<file path="config.mk">
export PLATFORM = sky130hd
export DESIGN_NAME = vram_arbiter_flat
export DESIGN_NICKNAME = d
export VERILOG_FILES = /design/src/rtl/vram_arbiter_pkg.sv /design/src/rtl/vram_arbiter_if.sv /design/src/rtl/vram_arbiter_sat_counter_en.sv /design/src/rtl/vram_arbiter.sv /design/src/flat_wrapper.sv
export SDC_FILE = /design/constraint.sdc
export NUM_CORES = 1
export LEC_CHECK = 0
export ABC_CLOCK_PERIOD_IN_PS = 1640
export CAP_MARGIN = 20
export CORE_MARGIN = 10
export CORE_UTILIZATION = 44
export CTS_BUF_LIST = sky130_fd_sc_hd__clkbuf_4 sky130_fd_sc_hd__clkbuf_8
export CTS_CLUSTER_DIAMETER = 80
export DETAILED_ROUTE_END_ITERATION = 6
export PLACE_DENSITY = 0.85
export SYNTH_ARGS = -nofsm -noshare
export SYNTH_HDL_FRONTEND = slang
export SYNTH_SLANG_ARGS = --single-unit
</file>
<file path="constraint.sdc">
create_clock -name clk -period 1.64 [get_ports clk]
set_input_delay 0.246 -clock clk [delete_from_list [all_inputs] [get_ports clk]]
set_output_delay 0.246 -clock clk [all_outputs]
set_load 0.01 [all_outputs]
</file>
<file path="src/rtl/vram_arbiter_pkg.sv">
// rtl/vram_arbiter_pkg.sv - shared widths and FSM encodings for the frame-buffer arbiter
package vram_arbiter_pkg;

  localparam int ADDR_BIT_DEF = 19;
  localparam int DATA_BIT_DEF = 8;
  localparam int WAIT_BIT_DEF = 10;
  localparam int MAX_WAIT_DEF = 800;

  typedef enum logic {
    W_IDLE = 1'b0,
    W_ACK  = 1'b1
  } wr_state_t;

  typedef enum logic {
    S_IDLE = 1'b0,
    S_PEND = 1'b1
  } swap_state_t;

endpackage

</file>
<file path="src/rtl/vram_arbiter_if.sv">
// rtl/vram_arbiter_if.sv - scanout, host write, bank swap and RAM command signals
interface vram_arbiter_if
  import vram_arbiter_pkg::*;
#(
  parameter int ADDR_BIT = ADDR_BIT_DEF,
  parameter int DATA_BIT = DATA_BIT_DEF
);

  logic                i_sclr;
  logic                i_vis;
  logic [ADDR_BIT-1:0] i_rd_addr;
  logic                i_frame_en;
  logic                i_wr_req;
  logic [ADDR_BIT-1:0] i_wr_addr;
  logic [DATA_BIT-1:0] i_wr_data;
  logic                o_wr_ack;
  logic                i_swap_req;
  logic                o_swap_pend;
  logic                o_swap_ack;
  logic                o_mem_en;
  logic                o_mem_we;
  logic [ADDR_BIT:0]   o_mem_addr;
  logic [DATA_BIT-1:0] o_mem_wdata;
  logic                o_rd_bank;
  logic                o_wr_starve;

  modport slave (
    input  i_sclr, i_vis, i_rd_addr, i_frame_en,
    input  i_wr_req, i_wr_addr, i_wr_data, i_swap_req,
    output o_wr_ack, o_swap_pend, o_swap_ack,
    output o_mem_en, o_mem_we, o_mem_addr, o_mem_wdata,
    output o_rd_bank, o_wr_starve
  );

  modport master (
    output i_sclr, i_vis, i_rd_addr, i_frame_en,
    output i_wr_req, i_wr_addr, i_wr_data, i_swap_req,
    input  o_wr_ack, o_swap_pend, o_swap_ack,
    input  o_mem_en, o_mem_we, o_mem_addr, o_mem_wdata,
    input  o_rd_bank, o_wr_starve
  );

endinterface

</file>
<file path="src/rtl/vram_arbiter_sat_counter_en.sv">
// rtl/vram_arbiter_sat_counter_en.sv - saturating up-counter with enable and synchronous clear
module sat_counter_en #(
  parameter int WIDTH = 10
) (
  input  logic             clk,
  input  logic             rst_n,
  input  logic             clr,
  input  logic             en,
  output logic [WIDTH-1:0] count
);

  always_ff @(posedge clk or negedge rst_n) begin
    if (!rst_n) begin
      count <= '0;
    end else if (clr) begin
      count <= '0;
    end else if (en && (count != {WIDTH{1'b1}})) begin
      count <= count + 1'b1;
    end
  end

endmodule

</file>
<file path="src/rtl/vram_arbiter.sv">
// rtl/vram_arbiter.sv - single-port frame-buffer sequencer: scanout reads first, host writes fill the gaps,
// double-buffer bank swap deferred to the frame boundary.
module vram_arbiter
  import vram_arbiter_pkg::*;
#(
  parameter int ADDR_BIT = ADDR_BIT_DEF,
  parameter int DATA_BIT = DATA_BIT_DEF,
  parameter int WAIT_BIT = WAIT_BIT_DEF,
  parameter int MAX_WAIT = MAX_WAIT_DEF
) (
  input logic          clk,
  input logic          i_rst_n,
  vram_arbiter_if.slave bus
);

  localparam logic [31:0] MAX_WAIT_U = MAX_WAIT;

  wr_state_t           wr_state, wr_next;
  swap_state_t         swap_state, swap_next;
  logic                grant_rd, grant_wr, swap_fire;
  logic                rd_bank;
  logic                wr_ack, swap_ack, starve;
  logic                mem_en, mem_we;
  logic [ADDR_BIT:0]   mem_addr;
  logic [DATA_BIT-1:0] mem_wdata;
  logic [WAIT_BIT-1:0] wait_cnt;
  logic                wait_clr, wait_en;

  // Scanout always wins; a write is only granted in W_IDLE on a non-visible cycle.
  always_comb begin
    grant_rd = bus.i_vis;
    grant_wr = 1'b0;
    wr_next  = wr_state;
    case (wr_state)
      W_IDLE: begin
        if (bus.i_wr_req && !bus.i_vis) begin
          grant_wr = 1'b1;
          wr_next  = W_ACK;
        end
      end
      W_ACK:   wr_next = W_IDLE;
      default: wr_next = W_IDLE;
    endcase
  end

  always_comb begin
    swap_next = swap_state;
    swap_fire = 1'b0;
    case (swap_state)
      S_IDLE: if (bus.i_swap_req) swap_next = S_PEND;
      S_PEND: begin
        if (bus.i_frame_en) begin
          swap_fire = 1'b1;
          swap_next = S_IDLE;
        end
      end
      default: swap_next = S_IDLE;
    endcase
  end

  always_ff @(posedge clk or negedge i_rst_n) begin
    if (!i_rst_n) begin
      wr_state   <= W_IDLE;
      swap_state <= S_IDLE;
      rd_bank    <= 1'b0;
    end else if (bus.i_sclr) begin
      wr_state   <= W_IDLE;
      swap_state <= S_IDLE;
      rd_bank    <= 1'b0;
    end else begin
      wr_state   <= wr_next;
      swap_state <= swap_next;
      if (swap_fire) rd_bank <= ~rd_bank;
    end
  end

  // Draw bank is ~rd_bank as sampled this cycle, so a write granted alongside a toggle uses the old draw bank.
  always_ff @(posedge clk or negedge i_rst_n) begin
    if (!i_rst_n) begin
      mem_en    <= 1'b0;
      mem_we    <= 1'b0;
      mem_addr  <= '0;
      mem_wdata <= '0;
      wr_ack    <= 1'b0;
      swap_ack  <= 1'b0;
      starve    <= 1'b0;
    end else if (bus.i_sclr) begin
      mem_en    <= 1'b0;
      mem_we    <= 1'b0;
      mem_addr  <= '0;
      mem_wdata <= '0;
      wr_ack    <= 1'b0;
      swap_ack  <= 1'b0;
      starve    <= 1'b0;
    end else begin
      mem_en   <= grant_rd | grant_wr;
      mem_we   <= grant_wr;
      wr_ack   <= grant_wr;
      swap_ack <= swap_fire;
      starve   <= (32'(wait_cnt) >= MAX_WAIT_U);
      if (grant_rd) begin
        mem_addr <= {rd_bank, bus.i_rd_addr};
      end else if (grant_wr) begin
        mem_addr  <= {~rd_bank, bus.i_wr_addr};
        mem_wdata <= bus.i_wr_data;
      end
    end
  end

  assign wait_clr = bus.i_sclr | ~bus.i_wr_req | grant_wr;
  assign wait_en  = bus.i_wr_req;

  sat_counter_en #(
    .WIDTH (WAIT_BIT)
  ) u_wait_cnt (
    .clk   (clk),
    .rst_n (i_rst_n),
    .clr   (wait_clr),
    .en    (wait_en),
    .count (wait_cnt)
  );

  assign bus.o_mem_en    = mem_en;
  assign bus.o_mem_we    = mem_we;
  assign bus.o_mem_addr  = mem_addr;
  assign bus.o_mem_wdata = mem_wdata;
  assign bus.o_wr_ack    = wr_ack;
  assign bus.o_swap_ack  = swap_ack;
  assign bus.o_swap_pend = (swap_state == S_PEND);
  assign bus.o_rd_bank   = rd_bank;
  assign bus.o_wr_starve = starve;

endmodule

</file>
<file path="src/flat_wrapper.sv">
// flat-port wrapper written by rule: the top's interface ports become plain ports
module vram_arbiter_flat import vram_arbiter_pkg::*;
#(
  parameter int ADDR_BIT = ADDR_BIT_DEF,
  parameter int DATA_BIT = DATA_BIT_DEF,
  parameter int WAIT_BIT = WAIT_BIT_DEF,
  parameter int MAX_WAIT = MAX_WAIT_DEF
)
  (clk, i_rst_n, bus_i_sclr, bus_i_vis, bus_i_rd_addr, bus_i_frame_en, bus_i_wr_req, bus_i_wr_addr, bus_i_wr_data, bus_i_swap_req, bus_o_wr_ack, bus_o_swap_pend, bus_o_swap_ack, bus_o_mem_en, bus_o_mem_we, bus_o_mem_addr, bus_o_mem_wdata, bus_o_rd_bank, bus_o_wr_starve);
  vram_arbiter_if #(.ADDR_BIT(ADDR_BIT), .DATA_BIT(DATA_BIT)) bus_i ();
  input logic clk;
  input logic i_rst_n;
  input wire logic [$bits(bus_i.i_sclr)-1:0] bus_i_sclr;
  input wire logic [$bits(bus_i.i_vis)-1:0] bus_i_vis;
  input wire logic [$bits(bus_i.i_rd_addr)-1:0] bus_i_rd_addr;
  input wire logic [$bits(bus_i.i_frame_en)-1:0] bus_i_frame_en;
  input wire logic [$bits(bus_i.i_wr_req)-1:0] bus_i_wr_req;
  input wire logic [$bits(bus_i.i_wr_addr)-1:0] bus_i_wr_addr;
  input wire logic [$bits(bus_i.i_wr_data)-1:0] bus_i_wr_data;
  input wire logic [$bits(bus_i.i_swap_req)-1:0] bus_i_swap_req;
  output wire logic [$bits(bus_i.o_wr_ack)-1:0] bus_o_wr_ack;
  output wire logic [$bits(bus_i.o_swap_pend)-1:0] bus_o_swap_pend;
  output wire logic [$bits(bus_i.o_swap_ack)-1:0] bus_o_swap_ack;
  output wire logic [$bits(bus_i.o_mem_en)-1:0] bus_o_mem_en;
  output wire logic [$bits(bus_i.o_mem_we)-1:0] bus_o_mem_we;
  output wire logic [$bits(bus_i.o_mem_addr)-1:0] bus_o_mem_addr;
  output wire logic [$bits(bus_i.o_mem_wdata)-1:0] bus_o_mem_wdata;
  output wire logic [$bits(bus_i.o_rd_bank)-1:0] bus_o_rd_bank;
  output wire logic [$bits(bus_i.o_wr_starve)-1:0] bus_o_wr_starve;
  assign bus_i.i_sclr = bus_i_sclr;
  assign bus_i.i_vis = bus_i_vis;
  assign bus_i.i_rd_addr = bus_i_rd_addr;
  assign bus_i.i_frame_en = bus_i_frame_en;
  assign bus_i.i_wr_req = bus_i_wr_req;
  assign bus_i.i_wr_addr = bus_i_wr_addr;
  assign bus_i.i_wr_data = bus_i_wr_data;
  assign bus_i.i_swap_req = bus_i_swap_req;
  assign bus_o_wr_ack = bus_i.o_wr_ack;
  assign bus_o_swap_pend = bus_i.o_swap_pend;
  assign bus_o_swap_ack = bus_i.o_swap_ack;
  assign bus_o_mem_en = bus_i.o_mem_en;
  assign bus_o_mem_we = bus_i.o_mem_we;
  assign bus_o_mem_addr = bus_i.o_mem_addr;
  assign bus_o_mem_wdata = bus_i.o_mem_wdata;
  assign bus_o_rd_bank = bus_i.o_rd_bank;
  assign bus_o_wr_starve = bus_i.o_wr_starve;
  vram_arbiter #(.ADDR_BIT(ADDR_BIT), .DATA_BIT(DATA_BIT), .WAIT_BIT(WAIT_BIT), .MAX_WAIT(MAX_WAIT)) u_core (.clk(clk), .i_rst_n(i_rst_n), .bus(bus_i));
endmodule
</file>
==> run summary, run 1 <==
Status = finished, final reports clean
CTS tree = yes
Total wire length = 5.673 mm
Post-route DRC = 0
Post-detailed-route count of antenna-violating nets = 0
Synth area leader = dfrtp_1
Mapped Area = 2056 sq um
CTS clk-pin slew, worst paths = 0.08 ns
Clk Tree Root Cell = clkbuf_8
DR vias = 1744
Die Span X = 88.35 um
H-Tree Depth = 2
Primary FF master, synth = dfrtp_1
Row cnt = 24
Post-CTS Setup Inserts = 0
Vias in the first global route = 1754
Worst Tran Pin Value = 0.4972 ns
Most frequent cell after synthesis = dfrtp_1
Top post-synthesis cells by area = dfrtp_1, mux2i_1, o2bb2ai_1
Post-synth ARST share = 1.000
Vias/cell = 5.433
Sequential element share of the synthesized area = 0.5356
Pwr Total = 0.002461 W
Chip height = 88.35 um
Post-cts resize count = 0
RSZ-0062 raised after global routing = false
Tcrit/Tclk final = 0.9527
Fin crit period = 1.562 ns
Final Hold Fails = 0
Die Footprint = 7806 sq um
Critical path capture point type = output port
Io pins = 88
Worst vdd ir = 0.5163 mV
Yosys top cell area share = 0.5356
WP data arrival = 1.32 ns
Setup violators final = 0
Synth cell count leaders = dfrtp_1, mux2i_1, o2bb2ai_1, nor2_1, clkbuf_1
Post-synth EDFFs = 0
RePlAce Congestion = 0.8288
P per Cell Area = 780.3 nW/um^2
Relative slew slack = 0.6685
Crit-path leading delay family = buffers and inverters
Initial DRC count = 86
Placed cell areas = 3033 sq um
Share of cells above drive strength 1 = 0.1152
Synth Register Bits = 44
Buf+Inv Stages, Crit Path = 1
Synth cell types = 34
Mapped Avg Cell Area = 11.75 sq um
Drt pass-1 iters = 4
GRT Util Overall = 0.1470
Core area = 4444 sq um
Lkg Pwr = 1.370 nW
Max Slew Vio Count = 0
DP Wirelength = 4.395 mm
Hold Slack = 0.4398 ns
Initial cell density of the core = 0.4626
TritonCTS Buffers = 5
Fmax = 0.6400 GHz
Crit start category = flop
CP cell instances = clkdlybuf4s50_1
Yosys Warn Count = 0
NumNets Final = 323
CP required = 1.39 ns
First-pass GRT wire length = 9.052 mm
Reg area = 1101 sq um
Crit path max fanout = 3
Worst hold-check path type = in2async
CP max-delay cell = clkdlybuf4s50_1
Filler Cells Inserted = 336
CTS Hold Bufs = 1
CTS max path bufs = 2
Max Cap Violations = 0
Total grt overflow = 0
Area of the multi-input gates = 875.8 sq um
Pin count of the biggest net entering global routing = 25
Clk sink count = 44
Crit Path Class = reg2out
Synth Instances = 175
Worst-skew pair later-pin latency = 0.29 ns
Area Overhead vs Synth = 53.44%
Setup Skew = 0.004089 ns
Antenna fix cells = 0
CP max stage delay = 0.58 ns
PortBufs = 87
Syn Nets = 230
Initial antenna violation count = 0
Finished layout cell area = 3154 sq um
WL/cell = 17.67 um
state kept, by name, summed over array words and instances, names as in the netlist:
register and cells:
u_core.bus.o_wr_starve 1, u_core.u_wait_cnt.count 10, u_core.bus.o_mem_wdata 8, u_core.bus.o_rd_bank 1, u_core.bus.o_mem_we 1, u_core.bus.o_mem_en 1
u_core.bus.o_swap_ack 1, u_core.bus.o_mem_addr 20, u_core.bus.o_swap_pend 1
cell type report:
class	instances	area share
tap	52	0.02063
inverter	4	0.004760
timing repair buffer	101	0.3126
multi-input combinational	112	0.2777
clock inverter	2	0.01111
clock buffer	6	0.02420
sequential	44	0.3491
power breakdown:
part / switching [W] / total [W] / leakage, nW / internal [W]
Sequential: 0.0000335 / 0.00117 / 0.590 / 0.00114
Combinational: 0.000179 / 0.000457 / 0.722 / 0.000278
Clock: 0.000364 / 0.000833 / 0.0586 / 0.000469
cells by family (layout without fill, tap and decap cells):
group,count (synthesis),after routing,synth area share
DFF,44,44,0.5356
buffers and inverters,19,113,0.04321
and+or+nand+nor,41,41,0.1065
muxes,30,30,0.1461
xor gates and xnor gates,2,2,0.008523
AOI/OAI and AO/OA,37,37,0.1479
adders and majority gates,2,2,0.01217
placed cells by master (no fill, tap or decap), types with 3 or more instances in the layout:
cell type,Yosys,layout
clkdlybuf4s50_1,0,86
dfrtp_1,44,44
mux2i_1,30,30
o2bb2ai_1,20,20
nor2_1,12,12
buf_4,1,12
nand3_1,6,6
a31oi_1,5,5
clkbuf_8,0,5
inv_1,4,4
nor3_1,5,4
a21oi_1,3,3
a211oi_1,3,3
routing by layer:
| metal | GRT usage | part of all wire | up-vias | wire length (um) |
|---|---|---|---|---|
| met2 | 0.2371 | 0.47 | 79 | 2670 |
| li1 | - | - | 830 | - |
| met4 | 0.03818 | 0.0088 | 0 | 50 |
| met5 | 0 | 0 | - | 0 |
| met1 | 0.1794 | 0.43 | 828 | 2435 |
| met3 | 0.05790 | 0.091 | 7 | 516 |
stage by stage:
step	util	setup TNS, ns	worst slack (ns)	instances
final	0.7097	0	0.07759	321
after global routing	0.7097	0	0.002568	321
after CTS	0.7097	0	0.05088	321
after detailed placement	0.6824	-0.004752	-0.004752	312
after global placement	0.6824	0	0.03842	312
after floorplan	-	0	0.2387	175
worst paths after layout:
check,from,endpoint,slack (ns),cells past startpoint
worst max register to register,u_core.u_wait_cnt.count[1]$_DFFE_PN0P_,u_core.u_wait_cnt.count[3]$_DFFE_PN0P_,0.09,4
worst max-delay path,u_core.bus.o_rd_bank$_DFFE_PN0P_,bus_o_rd_bank,0.08,1
worst min register to register,u_core.bus.o_mem_addr[17]$_DFFE_PN0P_,u_core.bus.o_mem_addr[17]$_DFFE_PN0P_,0.49,1
max in group asynchronous,i_rst_n,u_core.bus.o_mem_addr[10]$_DFFE_PN0P_,0.71,3
worst min-delay path,i_rst_n,u_core.u_wait_cnt.count[7]$_DFFE_PN0P_,0.44,2
min in group clk,u_core.bus.o_mem_addr[17]$_DFFE_PN0P_,u_core.bus.o_mem_addr[17]$_DFFE_PN0P_,0.49,1
Power figures use the tool's default switching activity.
==> inputs of run 2 (changes only) <==
--- a/config.mk
+++ b/config.mk
@@ -6,13 +6,13 @@
 export NUM_CORES = 1
 export LEC_CHECK = 0
 export ABC_CLOCK_PERIOD_IN_PS = 1640
-export CAP_MARGIN = 20
+export CAP_MARGIN = 25
 export CORE_MARGIN = 10
 export CORE_UTILIZATION = 44
-export CTS_BUF_LIST = sky130_fd_sc_hd__clkbuf_4 sky130_fd_sc_hd__clkbuf_8
+export CTS_BUF_LIST = sky130_fd_sc_hd__clkbuf_8
 export CTS_CLUSTER_DIAMETER = 80
 export DETAILED_ROUTE_END_ITERATION = 6
-export PLACE_DENSITY = 0.85
+export PLACE_DENSITY_LB_ADDON = 0.12
 export SYNTH_ARGS = -nofsm -noshare
 export SYNTH_HDL_FRONTEND = slang
 export SYNTH_SLANG_ARGS = --single-unit
==> run summary, run 2 (synthesis results as in run 1) <==
Worst hold-check path type = reg2reg (was in2async)
DR vias = 1692 (was 1744)
Fmax = 0.6437 GHz (was 0.6400 GHz)
Placed cell areas = 3040 sq um (was 3033 sq um)
RePlAce Congestion = 0.8256 (was 0.8288)
GRT met3 Usage = 0.05974 (was 0.05790)
Initial cell density of the core = 0.4626 (unchanged)
Setup WS pre-CTS = -0.01962 ns (was -0.004752 ns)
CP max-delay cell = clkdlybuf4s50_1 (unchanged)
Area Overhead vs Synth = 52.16% (was 53.44%)
Clk sink count = 44 (unchanged)
Most frequent cells in the layout = clkdlybuf4s50_1, dfrtp_1, mux2i_1, o2bb2ai_1, nor2_1 (was clkdlybuf4s50_1, dfrtp_1, mux2i_1, o2bb2ai_1)
Vias/cell = 5.288 (was 5.433)
Initial DRC count = 36 (was 86)
P per Cell Area = 720.1 nW/um^2 (was 780.3 nW/um^2)
GRT Util Overall = 0.1457 (was 0.1470)
Drt pass-1 iters = 4 (unchanged)
Post-route DRC = 0 (unchanged)
Die Footprint = 7806 sq um (unchanged)
Status = finished, final reports clean (unchanged)
TritonCTS Buffers = 5 (unchanged)
Lkg Pwr = 1.357 nW (was 1.370 nW)
Worst Tran Pin Value = 0.2905 ns (was 0.4972 ns)
Relative slew slack = 0.8063 (was 0.6685)
Pin count of the biggest net entering global routing = 24 (was 25)
CTS max path bufs = 2 (unchanged)
Setup violators final = 0 (unchanged)
Tcrit/Tclk final = 0.9472 (was 0.9527)
DP Wirelength = 4.357 mm (was 4.395 mm)
Commonest non-fill, non-tap cell in the layout = clkdlybuf4s50_1 (unchanged)
WP data arrival = 1.31 ns (was 1.32 ns)
Crit-path leading delay family = buffers and inverters (unchanged)
Max Cap Violations = 0 (unchanged)
Row cnt = 24 (unchanged)
CTS tree = yes (unchanged)
Fin crit period = 1.553 ns (was 1.562 ns)
CTS clk-pin slew, worst paths = 0.07 ns (was 0.08 ns)
Chip height = 88.35 um (unchanged)
Critical path capture point type = output port (unchanged)
Vias in the first global route = 1712 (was 1754)
Clk Tree Root Cell = clkbuf_8 (unchanged)
Setup WS post-layout = 0.08657 ns (was 0.07759 ns)
Post-cts resize count = 0 (unchanged)
RSZ-0062 raised after global routing = false (unchanged)
Io pins = 88 (unchanged)
Crit Path Class = reg2out (unchanged)
Finished layout cell area = 3128 sq um (was 3154 sq um)
Worst vdd ir = 0.6338 mV (was 0.5163 mV)
Pwr Total = 0.002252 W (was 0.002461 W)
Post-detailed-route count of antenna-violating nets = 0 (unchanged)
WL/cell = 17.33 um (was 17.67 um)
Share of cells above drive strength 1 = 0.1045 (was 0.1152)
GR peak layer = met2 (unchanged)
Max Slew Vio Count = 0 (unchanged)
Max reg flops = 20 (unchanged)
CP max stage delay = 0.57 ns (was 0.58 ns)
CP cell instances = clkdlybuf4s50_1 (unchanged)
Fin util = 0.7038 (was 0.7097)
Final Hold Fails = 0 (unchanged)
Crit start category = flop (unchanged)
Core area = 4444 sq um (unchanged)
Buf+Inv Stages, Crit Path = 1 (unchanged)
First-pass GRT wire length = 8.859 mm (was 9.052 mm)
Total grt overflow = 0 (unchanged)
H-Tree Depth = 2 (unchanged)
NumNets Final = 323 (unchanged)
Grt met1 use = 0.1749 (was 0.1794)
Die Span X = 88.35 um (unchanged)
Initial antenna violation count = 0 (unchanged)
Post-CTS Setup Inserts = 0 (unchanged)
Setup Skew = 0.005826 ns (was 0.004089 ns)
CTS Hold Bufs = 1 (unchanged)
Worst-skew pair later-pin latency = 0.29 ns (about the same)
Crit path max fanout = 3 (unchanged)
Setup TNS Final = 0 ns (unchanged)
Total wire length = 5.544 mm (was 5.673 mm)
PortBufs = 87 (unchanged)
GRT met2 Usage = 0.2311 (was 0.2371)
Antenna fix cells = 0 (unchanged)
CP required = 1.39 ns (about the same)
==> run 2: cell count changes in the layout (fill, tap and decap cells not counted) <==
cell / previous run / this run
buf_4: 12 / 11
nor3b_2: 1 / 0
nor3b_1: 1 / 2
buf_12: 1 / 2
bufinv_16: 1 / 0
clkbuf_4: 1 / 0
inv_1: 4 / 5
==> run 2: metrics by stage <==
stage | hold WS, ns | std cells
detailed placement | 0.2496 | 312
floorplan | -0.04959 | 175
global route | 0.5018 | 320
global placement | 0.2395 | 312
CTS | 0.4931 | 320
finish | 0.4872 | 320
==> run 2: power breakdown <==
part	switching [W]	leakage, nW	internal, W
sequential	0.0000304	0.590	0.00114
combinational	0.000180	0.722	0.000282
clock	0.000338	0.0452	0.000283
==> run 2: path summary, 6_finish.rpt <==
check | from | end | slack (ns) | cells after the start
setup / recovery | u_core.bus.o_rd_bank$_DFFE_PN0P_ | bus_o_rd_bank | 0.09 | 1
hold / removal | u_core.bus.o_mem_addr[15]$_DFFE_PN0P_ | u_core.bus.o_mem_addr[15]$_DFFE_PN0P_ | 0.49 | 1
setup reg to reg | u_core.u_wait_cnt.count[1]$_DFFE_PN0P_ | u_core.u_wait_cnt.count[3]$_DFFE_PN0P_ | 0.16 | 4
hold reg to reg | u_core.bus.o_mem_addr[15]$_DFFE_PN0P_ | u_core.bus.o_mem_addr[15]$_DFFE_PN0P_ | 0.49 | 1
max in group asynchronous | i_rst_n | u_core.bus.o_mem_we$_DFF_PN0_ | 0.90 | 3
min in group asynchronous | i_rst_n | u_core.bus.o_mem_addr[0]$_DFFE_PN0P_ | 0.50 | 3
==> run 2: layout make-up <==
type                            instances  area, sq um
Clock buffer                            5        68.82
Clock inverter                          2        8.758
Fill cell                             353         1316
Inverter                                4        15.01
Multi-Input combinational cell        112        870.8
Sequential cell                        44         1101
Tap cell                               52        65.06
Timing Repair Buffer                  101        998.5
==> run 2: layer usage <==
metal | vias up | part of all wire
li1 | 827 | -
met1 | 802 | 0.43
met2 | 55 | 0.46
met3 | 8 | 0.096
met4 | 0 | 0.017
met5 | - | 0
==> inputs of run 3 (changes only) <==
--- a/config.mk
+++ b/config.mk
@@ -12,6 +12,7 @@
 export CTS_BUF_LIST = sky130_fd_sc_hd__clkbuf_8
 export CTS_CLUSTER_DIAMETER = 80
 export DETAILED_ROUTE_END_ITERATION = 6
+export GPL_ROUTABILITY_DRIVEN = 0
 export PLACE_DENSITY_LB_ADDON = 0.12
 export SYNTH_ARGS = -nofsm -noshare
 export SYNTH_HDL_FRONTEND = slang
==> results of run 3 <==
Final layout, timing and power as in run 2 (identical DEF).
